==> src/rtl/usb_arb_pkg.sv <==
// Shared definitions for usb_packet_arbiter: overflow marker layout and
// output source-select encoding.
package usb_arb_pkg;

  localparam logic [7:0] OVF_TAG = 8'hFF;

  typedef enum logic [1:0] {
    SEL_NONE   = 2'd0,
    SEL_TRACE  = 2'd1,
    SEL_STATUS = 2'd2
  } sel_t;

  typedef struct packed {
    logic [7:0]  tag;
    logic [7:0]  zero;
    logic [15:0] count;
  } marker_t;

  function automatic logic [31:0] make_marker(input logic [7:0] tag, input logic [15:0] count);
    marker_t m;
    m.tag   = tag;
    m.zero  = 8'h00;
    m.count = count;
    return m;
  endfunction

endpackage

==> src/rtl/trace_fifo.sv <==
// Single-clock trace FIFO with registered occupancy. The head word is read
// combinationally so a word written on one cycle can be consumed on the next.
module trace_fifo #(
  parameter int AW = 4,
  parameter int DW = 32
) (
  input  logic          clk,
  input  logic          rst_n,
  input  logic          wr_en,
  input  logic [DW-1:0] wr_data,
  input  logic          rd_en,
  output logic [DW-1:0] rd_data,
  output logic [AW:0]   level,
  output logic          empty,
  output logic          full
);
  localparam int DEPTH = 2**AW;

  logic [DW-1:0] mem [DEPTH];
  logic [AW-1:0] wr_ptr_reg;
  logic [AW-1:0] rd_ptr_reg;
  logic [AW:0]   level_reg;
  logic          wr_ok;
  logic          rd_ok;

  // Full/empty come from the registered level only: a same-cycle pop never
  // makes room for that cycle's write.
  assign empty   = (level_reg == '0);
  assign full    = (level_reg == (AW+1)'(DEPTH));
  assign wr_ok   = wr_en && !full;
  assign rd_ok   = rd_en && !empty;
  assign rd_data = mem[rd_ptr_reg];
  assign level   = level_reg;

  always_ff @(posedge clk) begin
    if (wr_ok) mem[wr_ptr_reg] <= wr_data;
  end

  always_ff @(posedge clk or negedge rst_n) begin
    if (!rst_n) begin
      wr_ptr_reg <= '0;
      rd_ptr_reg <= '0;
      level_reg  <= '0;
    end else begin
      if (wr_ok) wr_ptr_reg <= wr_ptr_reg + AW'(1);
      if (rd_ok) rd_ptr_reg <= rd_ptr_reg + AW'(1);
      case ({wr_ok, rd_ok})
        2'b10:   level_reg <= level_reg + (AW+1)'(1);
        2'b01:   level_reg <= level_reg - (AW+1)'(1);
        default: level_reg <= level_reg;
      endcase
    end
  end

endmodule

==> src/rtl/usb_packet_arbiter.sv <==
// Arbitrates the USB FIFO link between a buffered trace stream and a status stream.
// Define USB_ARB_OVF_MARKER_EN to insert overflow marker words into the trace FIFO.
module usb_packet_arbiter #(
  parameter int         FIFO_AW    = 4,
  parameter int         STARVE_MAX = 8,
  parameter logic [7:0] OVF_TAG    = 8'hFF
) (
  input  logic               mclk,
  input  logic               reset_n,
  input  logic [31:0]        trace_data,
  input  logic               trace_strobe,
  input  logic [31:0]        status_data,
  input  logic               status_valid,
  output logic               status_ready,
  output logic [31:0]        out_data,
  output logic               out_valid,
  input  logic               out_ready,
  output logic [FIFO_AW:0]   fifo_level,
  output logic [15:0]        ovf_count
);
  import usb_arb_pkg::*;

  localparam int SW = $clog2(STARVE_MAX + 1);

  logic [31:0]   out_data_reg;
  logic          out_valid_reg;
  logic [15:0]   ovf_reg;
  logic [15:0]   ovf_next;
  logic [SW-1:0] starve_reg;
  logic [SW-1:0] starve_next;

  logic          fifo_wr_en;
  logic [31:0]   fifo_wr_data;
  logic          fifo_rd_en;
  logic [31:0]   fifo_head;
  logic          fifo_empty;
  logic          fifo_full;
  logic          marker_slot;
  logic          load_slot;
  sel_t          sel;

  trace_fifo #(
    .AW (FIFO_AW),
    .DW (32)
  ) u_fifo (
    .clk     (mclk),
    .rst_n   (reset_n),
    .wr_en   (fifo_wr_en),
    .wr_data (fifo_wr_data),
    .rd_en   (fifo_rd_en),
    .rd_data (fifo_head),
    .level   (fifo_level),
    .empty   (fifo_empty),
    .full    (fifo_full)
  );

  // FIFO write port: a pending marker has priority; the strobe arriving with it is lost.
  always_comb begin
    fifo_wr_en   = 1'b0;
    fifo_wr_data = trace_data;
    ovf_next     = ovf_reg;
    marker_slot  = 1'b0;
`ifdef USB_ARB_OVF_MARKER_EN
    marker_slot  = (ovf_reg != 16'd0) && !fifo_full;
`endif
    if (marker_slot) begin
      fifo_wr_en   = 1'b1;
      fifo_wr_data = make_marker(OVF_TAG, ovf_reg);
      ovf_next     = trace_strobe ? 16'd1 : 16'd0;
    end else if (trace_strobe && !fifo_full) begin
      fifo_wr_en   = 1'b1;
    end else if (trace_strobe && (ovf_reg != 16'hFFFF)) begin
      ovf_next     = ovf_reg + 16'd1;
    end
  end

  always_comb begin
    load_slot = !out_valid_reg || out_ready;
    sel       = SEL_NONE;
    if (status_valid && (fifo_empty || (starve_reg == SW'(STARVE_MAX)))) begin
      sel = SEL_STATUS;
    end else if (!fifo_empty) begin
      sel = SEL_TRACE;
    end
    status_ready = load_slot && (sel == SEL_STATUS);
    fifo_rd_en   = load_slot && (sel == SEL_TRACE);

    starve_next = starve_reg;
    if (!status_valid || status_ready) begin
      starve_next = '0;
    end else if (fifo_rd_en && (starve_reg != SW'(STARVE_MAX))) begin
      starve_next = starve_reg + SW'(1);
    end
  end

  always_ff @(posedge mclk or negedge reset_n) begin
    if (!reset_n) begin
      out_data_reg  <= '0;
      out_valid_reg <= 1'b0;
      ovf_reg       <= '0;
      starve_reg    <= '0;
    end else begin
      ovf_reg    <= ovf_next;
      starve_reg <= starve_next;
      if (load_slot) begin
        case (sel)
          SEL_STATUS: begin
            out_data_reg  <= status_data;
            out_valid_reg <= 1'b1;
          end
          SEL_TRACE: begin
            out_data_reg  <= fifo_head;
            out_valid_reg <= 1'b1;
          end
          default: out_valid_reg <= 1'b0;
        endcase
      end
    end
  end

  assign out_data  = out_data_reg;
  assign out_valid = out_valid_reg;
  assign ovf_count = ovf_reg;

endmodule

==> config.mk <==
export PLATFORM = sky130hd
export DESIGN_NAME = usb_packet_arbiter
export DESIGN_NICKNAME = d
export VERILOG_FILES = /design/src/rtl/usb_arb_pkg.sv /design/src/rtl/trace_fifo.sv /design/src/rtl/usb_packet_arbiter.sv
export SDC_FILE = /design/constraint.sdc
export NUM_CORES = 1
export LEC_CHECK = 0
export ABC_AREA = 1
export CORE_AREA = 2 2 218 220
export CTS_BUF_LIST = sky130_fd_sc_hd__clkbuf_16
export DETAILED_ROUTE_END_ITERATION = 6
export DIE_AREA = 0 0 220 222
export HOLD_SLACK_MARGIN = 0.05
export PLACE_DENSITY = 0.83
export SYNTH_ARGS = -nofsm -noshare
export SYNTH_HDL_FRONTEND = slang
export SYNTH_SLANG_ARGS = --single-unit
==> constraint.sdc <==
create_clock -name mclk -period 3.7 [get_ports mclk]
set_clock_uncertainty 0.05 [all_clocks]
set_input_delay 0.925 -clock mclk [delete_from_list [all_inputs] [get_ports mclk]]
set_output_delay 0.925 -clock mclk [all_outputs]
set_load 0.02 [all_outputs]
After elaboration in Yosys (flattened, before gate mapping)
Memory sizes are Yosys's and may differ from the RTL's.
Index checks and enable logic that the tools add are counted.

word-level totals
  bits in writable memories = 512
  word-level logic and storage cells = 55
  input port bits = 69
  register bits after elaboration = 66
  memories kept = 1
  output and inout port bits = 55

cells by class
  reduce and logical (&&, ||, !) cells = 22
  bitwise operators = 1
  equality and inequality tests = 8
  mux-type cells = 10
  $add $sub $neg = 6

memories
  name        words  width  read ports  clocked after memory_dff  write ports  RTL line          text
  u_fifo.mem  16     32     1           0                         1            trace_fifo.sv:19  logic [DW-1:0] mem [DEPTH];

operator list
  operator                 count
  $pmux W32 S2             1
  $add A16 B1 Y16 const B  1
  $ne A16 B16 Y1 const B   1
  $add A4 B1 Y4 const B    3
  $pmux W5 S2              1
  $logic_and A1 B1 Y1      8
  $mux W4                  2
  $reduce_bool A2 Y1       3
  $add A5 B1 Y5 const B    1
  $eq A5 B5 Y1 const B     1
  $logic_not A5 Y1         1
  $mux W1                  5
  $sub A5 B1 Y5 const B    1
  $eq A2 B1 Y1 const B     2
  $eq A2 B2 Y1 const B     2
  $eq A4 B4 Y1 const B     1
  $logic_not A1 Y1         4
  $ne A4 B4 Y1 const B     1
  $reduce_and A2 Y1        2
  $logic_or A1 B1 Y1       3
  $mux W2                  1
  $reduce_or A2 Y1         1
  $not A1 Y1               1

Longest topological paths before layout
  depth in word-level cells = 9
  mapped depth = 15
  depth with buffers taken out = 15

Hierarchy
A second synthesis with hierarchy kept.

second synthesis, totals
  cell total of the unflattened synthesis = 2538
  area total of the unflattened synthesis = 25136.6 sq um

by module, submodules not included
  module              cells each  seq. area each (sq um)  instances  area each (sq um)
  trace_fifo          2113        15700.1                 1          22187.5
  usb_packet_arbiter  425         1326.3                  1          2949.1

Worst setup path before layout
OpenSTA, ideal clock, no wires.

  kind = in2reg
  start point = input trace_strobe
  end point = memory u_fifo.mem[0][0], enable pin
  buffers on the path = 0
  path slack = 584 ps
  library setup time = 421 ps
  data required time = 3229 ps
  stages on the path = 4
  arrival = 2645 ps
  cells stage by stage = nand2_1 > inv_1 > nand2_1 > nor2_1

on the way
  longest elaborated chain between the ends = 5

RTL lines
  what                           RTL line                  text
  start, declared                usb_packet_arbiter.sv:11  input logic trace_strobe,
  $logic_and A1 B1 Y1            usb_packet_arbiter.sv:70  end else if (trace_strobe && !fifo_full) begin
  $mux W1                        usb_packet_arbiter.sv:70
  $logic_and A1 B1 Y1            trace_fifo.sv:30          assign wr_ok = wr_en && !full;
  $mux W1                        trace_fifo.sv:36          if (wr_ok) mem[wr_ptr_reg] <= wr_data;
  $mux W1 (implied by the code)  trace_fifo.sv:36
  end, declared                  trace_fifo.sv:19

Every way passes these cells.

Worst setup path after layout
  start point = input status_valid
  end point = output status_ready

on the way
  longest elaborated chain between the ends = 4

RTL lines
  what                 RTL line                  text
  start, declared      usb_packet_arbiter.sv:13  input logic status_valid,
  $logic_and A1 B1 Y1  usb_packet_arbiter.sv:80  if (status_valid && (fifo_empty || (starve_reg == SW'(STARVE_MAX)))) begin
  $mux W2              usb_packet_arbiter.sv:80
  $eq A2 B2 Y1         usb_packet_arbiter.sv:85  status_ready = load_slot && (sel == SEL_STATUS);
  $logic_and A1 B1 Y1  usb_packet_arbiter.sv:85
  end, declared        usb_packet_arbiter.sv:14  output logic status_ready,

Every way passes these cells.

==> impl_metrics.toml <==
[status]
result_of_the_run = "finished clean"

[timing]
setup_viol = 0
tightestPinTransition_ps = 1040
whs_ps = 386
drv_slew = 0
timing.max_slew.rel_slack_pct = 30.9
fin_setup_tns_ps = 0
report.final.hold_viol_count = 0
rsz_0062_raised_after_global_routing = "no"
finalWorstPathRequiredPeriod_ps = 3430
finalCritPeriodShare_pct = 92.6
fmax_mhz = 292
fin_ws_ps = 272

[cells_and_area]
area_growth_pct = 15.1
post_route_cells_drive_above_1_share_pct = 6.89
finish.utilization_pct = 62.8
number_of_flip_flops_under_the_largest_register_name = 512
antenna-diode-count = 0
final_cell_count_no_fill = 3235
net_count_final = 2665

[routing]
drtPass1Iterations = 6
avgRoutedWirePerCell_um = 19.5
drt_first_iter_violations = 2418
drcViolationCount = 0
vias = 18100
routed_wl_um = 63000
ant_nets = 0
avgViaCountPerCell = 5.59

[global_routing]
grt-ovfl-total = 0
grt_antenna_before_repair = 0
grt_first_pass_wirelength_um = 97500
gr-usage-all-layers_pct = 25.9
via_count_of_the_first_global_routing_pass = 18300
grt_start_max_net_pins = 131

[synth]
synth_top_area_share_pct = 60.9
netlist_instances = 2474
synth_seq_area_share_pct = 67.5
synth_warnings = 0
synth.cell_area_mm2 = 0.0252
synth_top_cells_by_area = "edfxtp_1 (61%), nand2_1 (14%), nand3_1 (7.3%)"
synth_cell_type_count = 33
synth_top_flop_cell = "edfxtp_1"
ys_async_sr_fraction_pct = 11.4
post_synth.cell_area_avg_um2 = 10.2
yosysTopAreaCell = "edfxtp_1"
synthesized_netlist_net_count = 2555
postSynthRegisterBits = 578
synth-edff-count = 512

[setup_path]
cp_data_arrival_time_ps = 2450
ff2ff_setup_slack_ps = 800
crit_path_end_kind = "primary output"
timing.rr.end = "out_data[8]"
timing_worst_setup_path_type = "primary input to primary output"
startpoint_type = "primary input"
worst_ep_required_time_ps = 2720
ff2ff_path_depth = 9
regToRegStartpoint = "u_fifo.rd_ptr_reg[0]"
critical_path_maximum_fanout = 4

[cts]
clock_insertion_delay_worst_skew_ps = 610
ctsResizeCount = 0
cts.htree.levels = 2
clkSlewWorstSetupHoldPaths_ps = 60
ctsLongestPathBuffers = 3
post-cts-setup-buffer-count = 0
numClockSinks = 578
cts-root-buf = "clkbuf_16"
cts_tree = "done"
hold_bufs_at_cts = 0
tritoncts.num_buffers = 55

[placed_design]
port_buffers = 123
routabilityCongestion = 0.861
dp.final_hpwl_um = 34700
dp_worst_setup_slack_ps = 282
place.detailed.instances = 3134

[pwr]
irDropWorstVdd_v = 0.000870
leakagePower_nw = 12.3
cellPowerDensity_mw_per_mm2 = 763

[floorplanning]
rows = 79
die-area_mm2 = 0.0488
io-pin-count = 124
core_area_mm2 = 0.0463
floorplan.die.width_um = 220
start_util_pct = 54.6
die-height_um = 222

[job]
drv.max_cap_violation_count = 0

[worst_hold_path]
min-delay-path-class = "primary input to asynchronous set/reset pin"
-- cell usage after synthesis, types with 2 or more instances --
cell	instances
nand4_2	2
inv_2	4
nor2_1	24
dfrtp_1	66
o21ai_1	3
xnor2_1	8
nor3_2	2
nand4_1	7
clkbuf_1	21
nand3_2	2
inv_1	325
buf_1	16
nor3_1	7
nand3_1	367
nand2_1	925
xor2_1	17
nand2_2	7
inv_4	2
edfxtp_1	512
ha_1	12
nor2_2	4
buf_6	4
buf_4	20
a21oi_1	33
o21ai_2	9
buf_2	60
o21ai_0	9
-- report_power, final --
part	total, W	switching (W)	internal [W]
sequential	0.00853	0.000490	0.00804
combinational	0.00791	0.00544	0.00247
clock	0.00571	0.00239	0.00333
total	0.0222	0.00832	0.0138
-- critical path: stages --
cell             delay [ps]
clkdlybuf4s50_1         590
inv_2                    90
nor3_1                  200
clkdlybuf4s50_1         630
-- cells by family after synthesis --
logic type | count (synthesis) | share of synthesized area [%]
AOI/OAI and AO/OA | 56 | 1.26
buffers and inverters | 453 | 7.47
xor gates and xnor gates | 25 | 0.868
and+or+nand+nor | 1350 | 22.3
DFF | 578 | 67.5
adders and majority gates | 12 | 0.595
-- area by class of cell --
type / count / area [µm²]
clock buffer: 57 / 1430
clock inverter: 44 / 395
fill: 3384 / 17200
inverter: 332 / 1260
multi-input combinational: 1443 / 6460
sequential: 578 / 17000
tap: 607 / 759
timing repair buffer: 174 / 1710
-- how the worst max path moves through the flow --
stage	start	endpoint	slack (ps)	depth (start not counted)
CTS	status_valid	status_ready	280	4
global route	u_fifo.level[0]	status_ready	160	6
global placement	status_valid	status_ready	280	4
finish	status_valid	status_ready	270	4
detailed placement	status_valid	status_ready	280	4
floorplan	trace_strobe	u_fifo.mem[0][0]	580	4
-- layout by cell type, fill, tap and decap left out, types with 2 or more instances in the layout --
cell type and count:
a21oi_1 33, buf_12 8, buf_4 44, bufinv_16 8, clkbuf_16 57, clkdlybuf4s50_1 122
clkinv_1 17, clkinv_2 7, clkinvlp_4 2, dfrtp_1 63, dfrtp_4 2, edfxtp_1 512
ha_1 12, inv_1 335, inv_2 3, inv_4 2, inv_6 2, nand2_1 925
nand2_2 7, nand3_1 367, nand3_2 2, nand4_1 7, nand4_2 2, nor2_1 8
nor2_2 4, nor2_4 16, nor3_1 7, nor3_2 2, o21ai_0 9, o21ai_1 2
o21ai_2 8, o21ai_4 2, xnor2_1 8, xor2_1 17
-- layer usage --
metal	share of wire, %	vias up	global-route usage [%]
met5	0	-	0
li1	-	8254	-
met3	9.6	176	4.20
met2	49	1097	44.2
met4	3.8	0	11.0
met1	37	8567	32.9
-- per-stage QoR --
stage	power [W]	area, µm²
after floorplan	0.0138	25200
after global placement	0.0161	27200
after detailed placement	0.0164	27200
after CTS	0.0221	29100
after global routing	0.0233	29100
final	0.0222	29100
Power figures use the tool's default switching activity.
==> edit 1 (config.mk and constraints unchanged) <==
`STARVE_MAX`: 8 -> 16.
--- a/src/rtl/usb_packet_arbiter.sv
+++ b/src/rtl/usb_packet_arbiter.sv
@@ -2,7 +2,7 @@
 // Define USB_ARB_OVF_MARKER_EN to insert overflow marker words into the trace FIFO.
 module usb_packet_arbiter #(
   parameter int         FIFO_AW    = 4,
-  parameter int         STARVE_MAX = 8,
+  parameter int         STARVE_MAX = 16,
   parameter logic [7:0] OVF_TAG    = 8'hFF
 ) (
   input  logic               mclk,
Formal check against the unedited RTL: no difference found for any inputs over 4 cycles, from zero or initial values and one cycle with reset_n low; that may be too few to reach the edited logic, so the function may still have changed.
==> edit 1 against the unedited design <==
  * Clock power is 4.0% higher
  * Power is 0.96% higher
  * Area after synthesis is 0.31% higher
  * Sequential power hardly changed
  * Core utilization is 0.22 points higher
  * Sequential cell count is 1 higher
  * Combinational power is 0.5% lower
  * Setup slack better by 0.031 ns
  * First-iteration DRC count is 15% lower
  * Design area is 0.34% higher
  * Wire length is 0.81% lower
  * Critical endpoint unchanged
  * Largest power group unchanged
==> edit 1: results (changes against the unedited design) <==
| Metric | Value |
|---|---|
| Detailed router's first-iteration violation count | `2053 (-15%)` |
| R2r worst-path depth | `15 (+6)` |
| Capturing point of the worst reg2reg path | `u_fifo.level[4]` |
| Reg2reg start | `starve_reg[0]` |
| Share of synthesized registers carrying an async set or reset | `11.57% (+0.15 points)` |
| Leading post-synthesis cells by instance count | `nand2_1 (924), edfxtp_1 (512), nand3_1 (370)` |
| Share of synthesized area occupied by flip-flops and latches | `67.35% (-0.11 points)` |
| Share of final-layout standard cells stronger than drive strength 1 | `6.679% (-0.21 points)` |
| Wirelength per Cell | `19.37 um (-0.60%)` |
| DPL Wire Length | `34860 um (+0.43%)` |
| Top cells by area, synth | `edfxtp_1 (61%), nand2_1 (14%), nand3_1 (7.3%)` |
| Net count of the finished layout | `2655 (-0.38%)` |
| Rel. slew slack | `26.87% (-4.0 points)` |
| Most instantiated flip-flop cell in the synthesis netlist | `edfxtp_1` |
| Worst Hold Class | `register to register` |
| Largest net degree at the start of global routing | `179 (+37%)` |
| Leakage | `12.35 nW (about the same)` |
| Fill cells | `3358 (-0.77%)` |
| Inserted Clock Buffers | `56 (+1.8%)` |
| Result of the run | `finished, final reports clean` |
| DRC violation count after routing | `0 (unchanged)` |
| Routability congestion estimate from global placement | `0.8546 (-0.72%)` |
| Worst reg-to-reg setup slack | `1.17 ns (+0.37 ns)` |
| Maximum ir drop on the vdd rail | `0.7944 mV (-8.7%)` |
| Detailed Routing Iterations Pass 1 | `5 (-1)` |
| Global-route wire length before repair | `97210 um (-0.31%)` |
| Total track usage | `25.76% (-0.19 points)` |
| Detailed-route vias per instance | `5.608 (+0.27%)` |
| Synthesized net count | `2559 (+0.16%)` |
| Top fanout value on the critical path | `5 (+1)` |
| Data arrival time at the worst-slack endpoint | `2.42 ns (-0.03 ns)` |
| Number of buffer cells added on primary ports | `123 (unchanged)` |
| Vias in the first global route | `18.15k (-1.0%)` |
edit 1: changes by cell type in the layout (fill, tap and decap cells not counted), sizes merged, moves of 2 or more:
cell / delta
nor3: -2
clkinv: -2
nand3b: +2
buf: -15
bufinv: +2
nand3: +3
edit 1: cell families (layout without fill, tap and decap cells):
| group | after synthesis | in the layout | synth area share [%] |
|---|---|---|---|
| and+or+nand+nor | 1352 | 1352 | 22.28 |
| DFF | 579 | 579 | 67.35 |
| buffers and inverters | 452 | 594 | 7.596 |
| AOI/OAI and AO/OA | 57 | 57 | 1.280 |
| xor gates and xnor gates | 26 | 26 | 0.8995 |
| adders and majority gates | 12 | 12 | 0.5930 |
| other | 0 | 1 | 0 |
edit 1: per-layer routing:
metal	share of wire (%)	up-vias	GRT usage (%)	routed length, um
li1	-	8248	-	-
met1	37	8623	33.07	23360
met2	49	1043	42.90	30870
met3	9.1	190	4.184	5700
met4	4.2	0	11.93	2595
met5	0	-	0	0
edit 1: area by class of cell:
type | count | area share (%)
Clock buffer | 57 | 4.893
Tap cell | 607 | 2.605
Multi-Input combinational cell | 1447 | 22.23
Timing Repair Buffer | 159 | 5.743
Clock inverter | 47 | 1.687
Inverter | 331 | 4.305
Sequential cell | 579 | 58.52
Antenna cell | 1 | 0.008584
edit 1: worst max path at each step:
stage | startpoint | endpoint
final | u_fifo.level[2] | status_ready
after global routing | u_fifo.level[2] | status_ready
after CTS | u_fifo.level[2] | status_ready
after detailed placement | status_valid | u_fifo.level[4]
after global placement | status_valid | status_ready
after floorplan | trace_strobe | u_fifo.mem[0][0]
edit 1: critical path, cell delays in order, from the launching register on:
cell             delay, ns
dfrtp_1               0.44
nor2_1                0.15
nand4_1               0.25
nand2_1               0.21
nand2_1               0.06
nor2_1                0.09
clkdlybuf4s50_1       0.61
edit 1: report_power, final:
part	internal (mW)	total (mW)	switching, mW
logic	2.46	7.87	5.42
clock network	3.50	5.94	2.44
registers	8.04	8.56	0.515
total	14.0	22.4	8.37
edit 1: stage by stage:
step                instances  hold WS [ns]  setup WS (ns)  area (um2)  util, %
floorplan                2478        0.4513         0.5841       25320        -
global placement         3123        0.4212         0.3677       27230    58.86
detailed placement       3123        0.4220         0.3337       27230    58.86
CTS                      3227        0.4386         0.2756       29150    63.01
global route             3227        0.4562         0.1066       29150    63.01
finish                   3228        0.4336         0.3027       29150    63.02
==> edit 2 (same settings) <==
Without the edit above. Register the output `ovf_count` once more, with the module's reset; this adds one clock of latency there. The other outputs are not delayed to match.
--- a/src/rtl/usb_packet_arbiter.sv
+++ b/src/rtl/usb_packet_arbiter.sv
@@ -120,7 +120,13 @@
 
   assign out_data  = out_data_reg;
   assign out_valid = out_valid_reg;
-  assign ovf_count = ovf_reg;
+  always_ff @(posedge mclk or negedge reset_n) begin
+    if (!reset_n) begin
+      ovf_count <= '0;
+    end else begin
+      ovf_count <= ovf_reg;
+    end
+  end
 
 endmodule
 
Function: no difference found for any inputs over 4 cycles, from zero or initial values and one cycle with reset_n low; that may be too few to reach the edited logic, so the function may still have changed.
==> edit 2 against the unedited design <==
  * Design area is 1.2% higher
  * Global-route usage is 1.1 points higher
  * Sequential cell count is 16 higher
  * Area after synthesis is 1.4% higher
  * Setup slack better by 0.074 ns
  * Synthesized cell count is 0.73% higher
  * Largest power group unchanged
  * Non-clock buffer count is 5 lower
  * Power is 1.8% higher
  * Wire length is 3.9% higher
==> edit 2: results (changes against the unedited design) <==
| Metric | Value |
|---|---|
| Capturing point of the worst reg2reg path | `out_data[4]` |
| Met2 wirelength from detailed routing | `32250 um (+3.5%)` |
| Relative contribution of sequential cells to total power | `39.1% (+0.6 points)` |
| Share of final-layout standard cells stronger than drive strength 1 | `6.349% (-0.54 points)` |
| Hold slack | `0.3010 ns (-0.08543 ns)` |
| Global-route wire length before repair | `100400 um (+2.9%)` |
| Leading post-synthesis cells by instance count | `nand2_1 (934), edfxtp_1 (512), nand3_1 (371)` |
| Result of the run | `finished, final reports clean` |
| Routability congestion estimate from global placement | `0.8517 (-1.1%)` |
| Slowest Stage Delay on Critical Path | `0.60 ns (-0.03 ns)` |
| Maximum ir drop on the vdd rail | `0.9428 mV (+8.3%)` |
| Sum of met3 wire segment lengths after detailed routing | `6283 um (+3.4%)` |
| Fill cells | `3391 (+0.21%)` |
| DR vias | `18.31k (+1.2%)` |
| Cell total after placement | `3147 (+0.41%)` |
| Post-DP Area | `0.02755 mm2 (+1.2%)` |
| Inserted Clock Buffers | `56 (+1.8%)` |
| Most instantiated flip-flop cell in the synthesis netlist | `edfxtp_1` |
| DPL Wire Length | `38660 um (+11%)` |
| Fin area | `0.02939 mm2 (+1.2%)` |
| Share of synthesized registers carrying an async set or reset | `13.80% (+2.4 points)` |
| Wirelength per Cell | `20.12 um (+3.3%)` |
| Endpoint of the worst setup timing path | `status_ready` |
| Met3 usage | `4.417% (+0.22 points)` |
| Fraction of the cycle the final worst path needs | `90.66% (-2.0 points)` |
| Worst setup path start | `u_fifo.level[1]` |
| Total power draw | `22.55 mW (+1.8%)` |
| Post-placement setup slack | `0.3074 ns (+0.02565 ns)` |
| Wirelength, routed | `65490 um (+3.9%)` |
| Worst reg-to-reg setup slack | `1.09 ns (+0.29 ns)` |
| Data arrival time at the worst-slack endpoint | `2.38 ns (-0.07 ns)` |
| Cell class contributing the biggest share of worst-path delay | `simple AND/OR/NAND/NOR gates` |
| Met1 usage in global routing | `34.31% (+1.5 points)` |
| Detailed-routing wirelength on met1 | `24010 um (+2.7%)` |
| Flip-flop count of the largest register, all copies and words added | `512 (unchanged)` |
| Top fanout value on the critical path | `5 (+1)` |
| Net switching power | `8.542 mW (+2.6%)` |
| Combinational Power | `8.04 mW (+2%)` |
| Number of different library cells in the post-synthesis netlist | `31 (-6.1%)` |
| Rel. slew slack | `23.80% (-7.1 points)` |
| Clock network latency to the later pin of the worst-skew pair | `0.61 ns (about the same)` |
| Number of instances in the synthesized netlist | `2492 (+0.73%)` |
| Largest net degree at the start of global routing | `147 (+12%)` |
| Count of hold-fix buffers inserted at cts | `0 (unchanged)` |
| Net count of the finished layout | `2679 (+0.53%)` |
| GR Util met2 | `45.16% (+0.94 points)` |
| Synthesized net count | `2573 (+0.70%)` |
| Detailed router's first-iteration violation count | `2092 (-13%)` |
| Top cells by area, synth | `edfxtp_1 (60%), nand2_1 (14%), dfrtp_1 (8.0%)` |
| Total track usage | `27.04% (+1.1 points)` |
| Leakage | `12.56 nW (+1.7%)` |
| Share of synthesized area occupied by flip-flops and latches | `68.09% (+0.63 points)` |
==> edit 2: cell count changes after synthesis, moves of 3 or more <==
cell | unedited run | this run
inv_1 | 325 | 328
buf_2 | 60 | 52
dfrtp_1 | 66 | 82
nand2_2 | 7 | 0
nor2_2 | 4 | 1
nand3_1 | 367 | 371
xnor2_1 | 8 | 4
buf_4 | 20 | 29
clkbuf_1 | 21 | 24
nor2_1 | 24 | 29
nand2_1 | 925 | 934
==> edit 2: cells by family after synthesis <==
logic type,share of synthesized area [%]
and+or+nand+nor,21.93
DFF,68.09
AOI/OAI and AO/OA,1.232
buffers and inverters,7.407
xor gates and xnor gates,0.7529
adders and majority gates,0.5866
==> edit 2: cell type report <==
type / instances / area share (%)
Antenna cell: 1 / 0.008515
Clock buffer: 58 / 4.939
Clock inverter: 48 / 1.303
Inverter: 333 / 4.287
Multi-Input combinational cell: 1444 / 21.81
Sequential cell: 594 / 59.33
Tap cell: 607 / 2.584
Timing Repair Buffer: 169 / 5.739
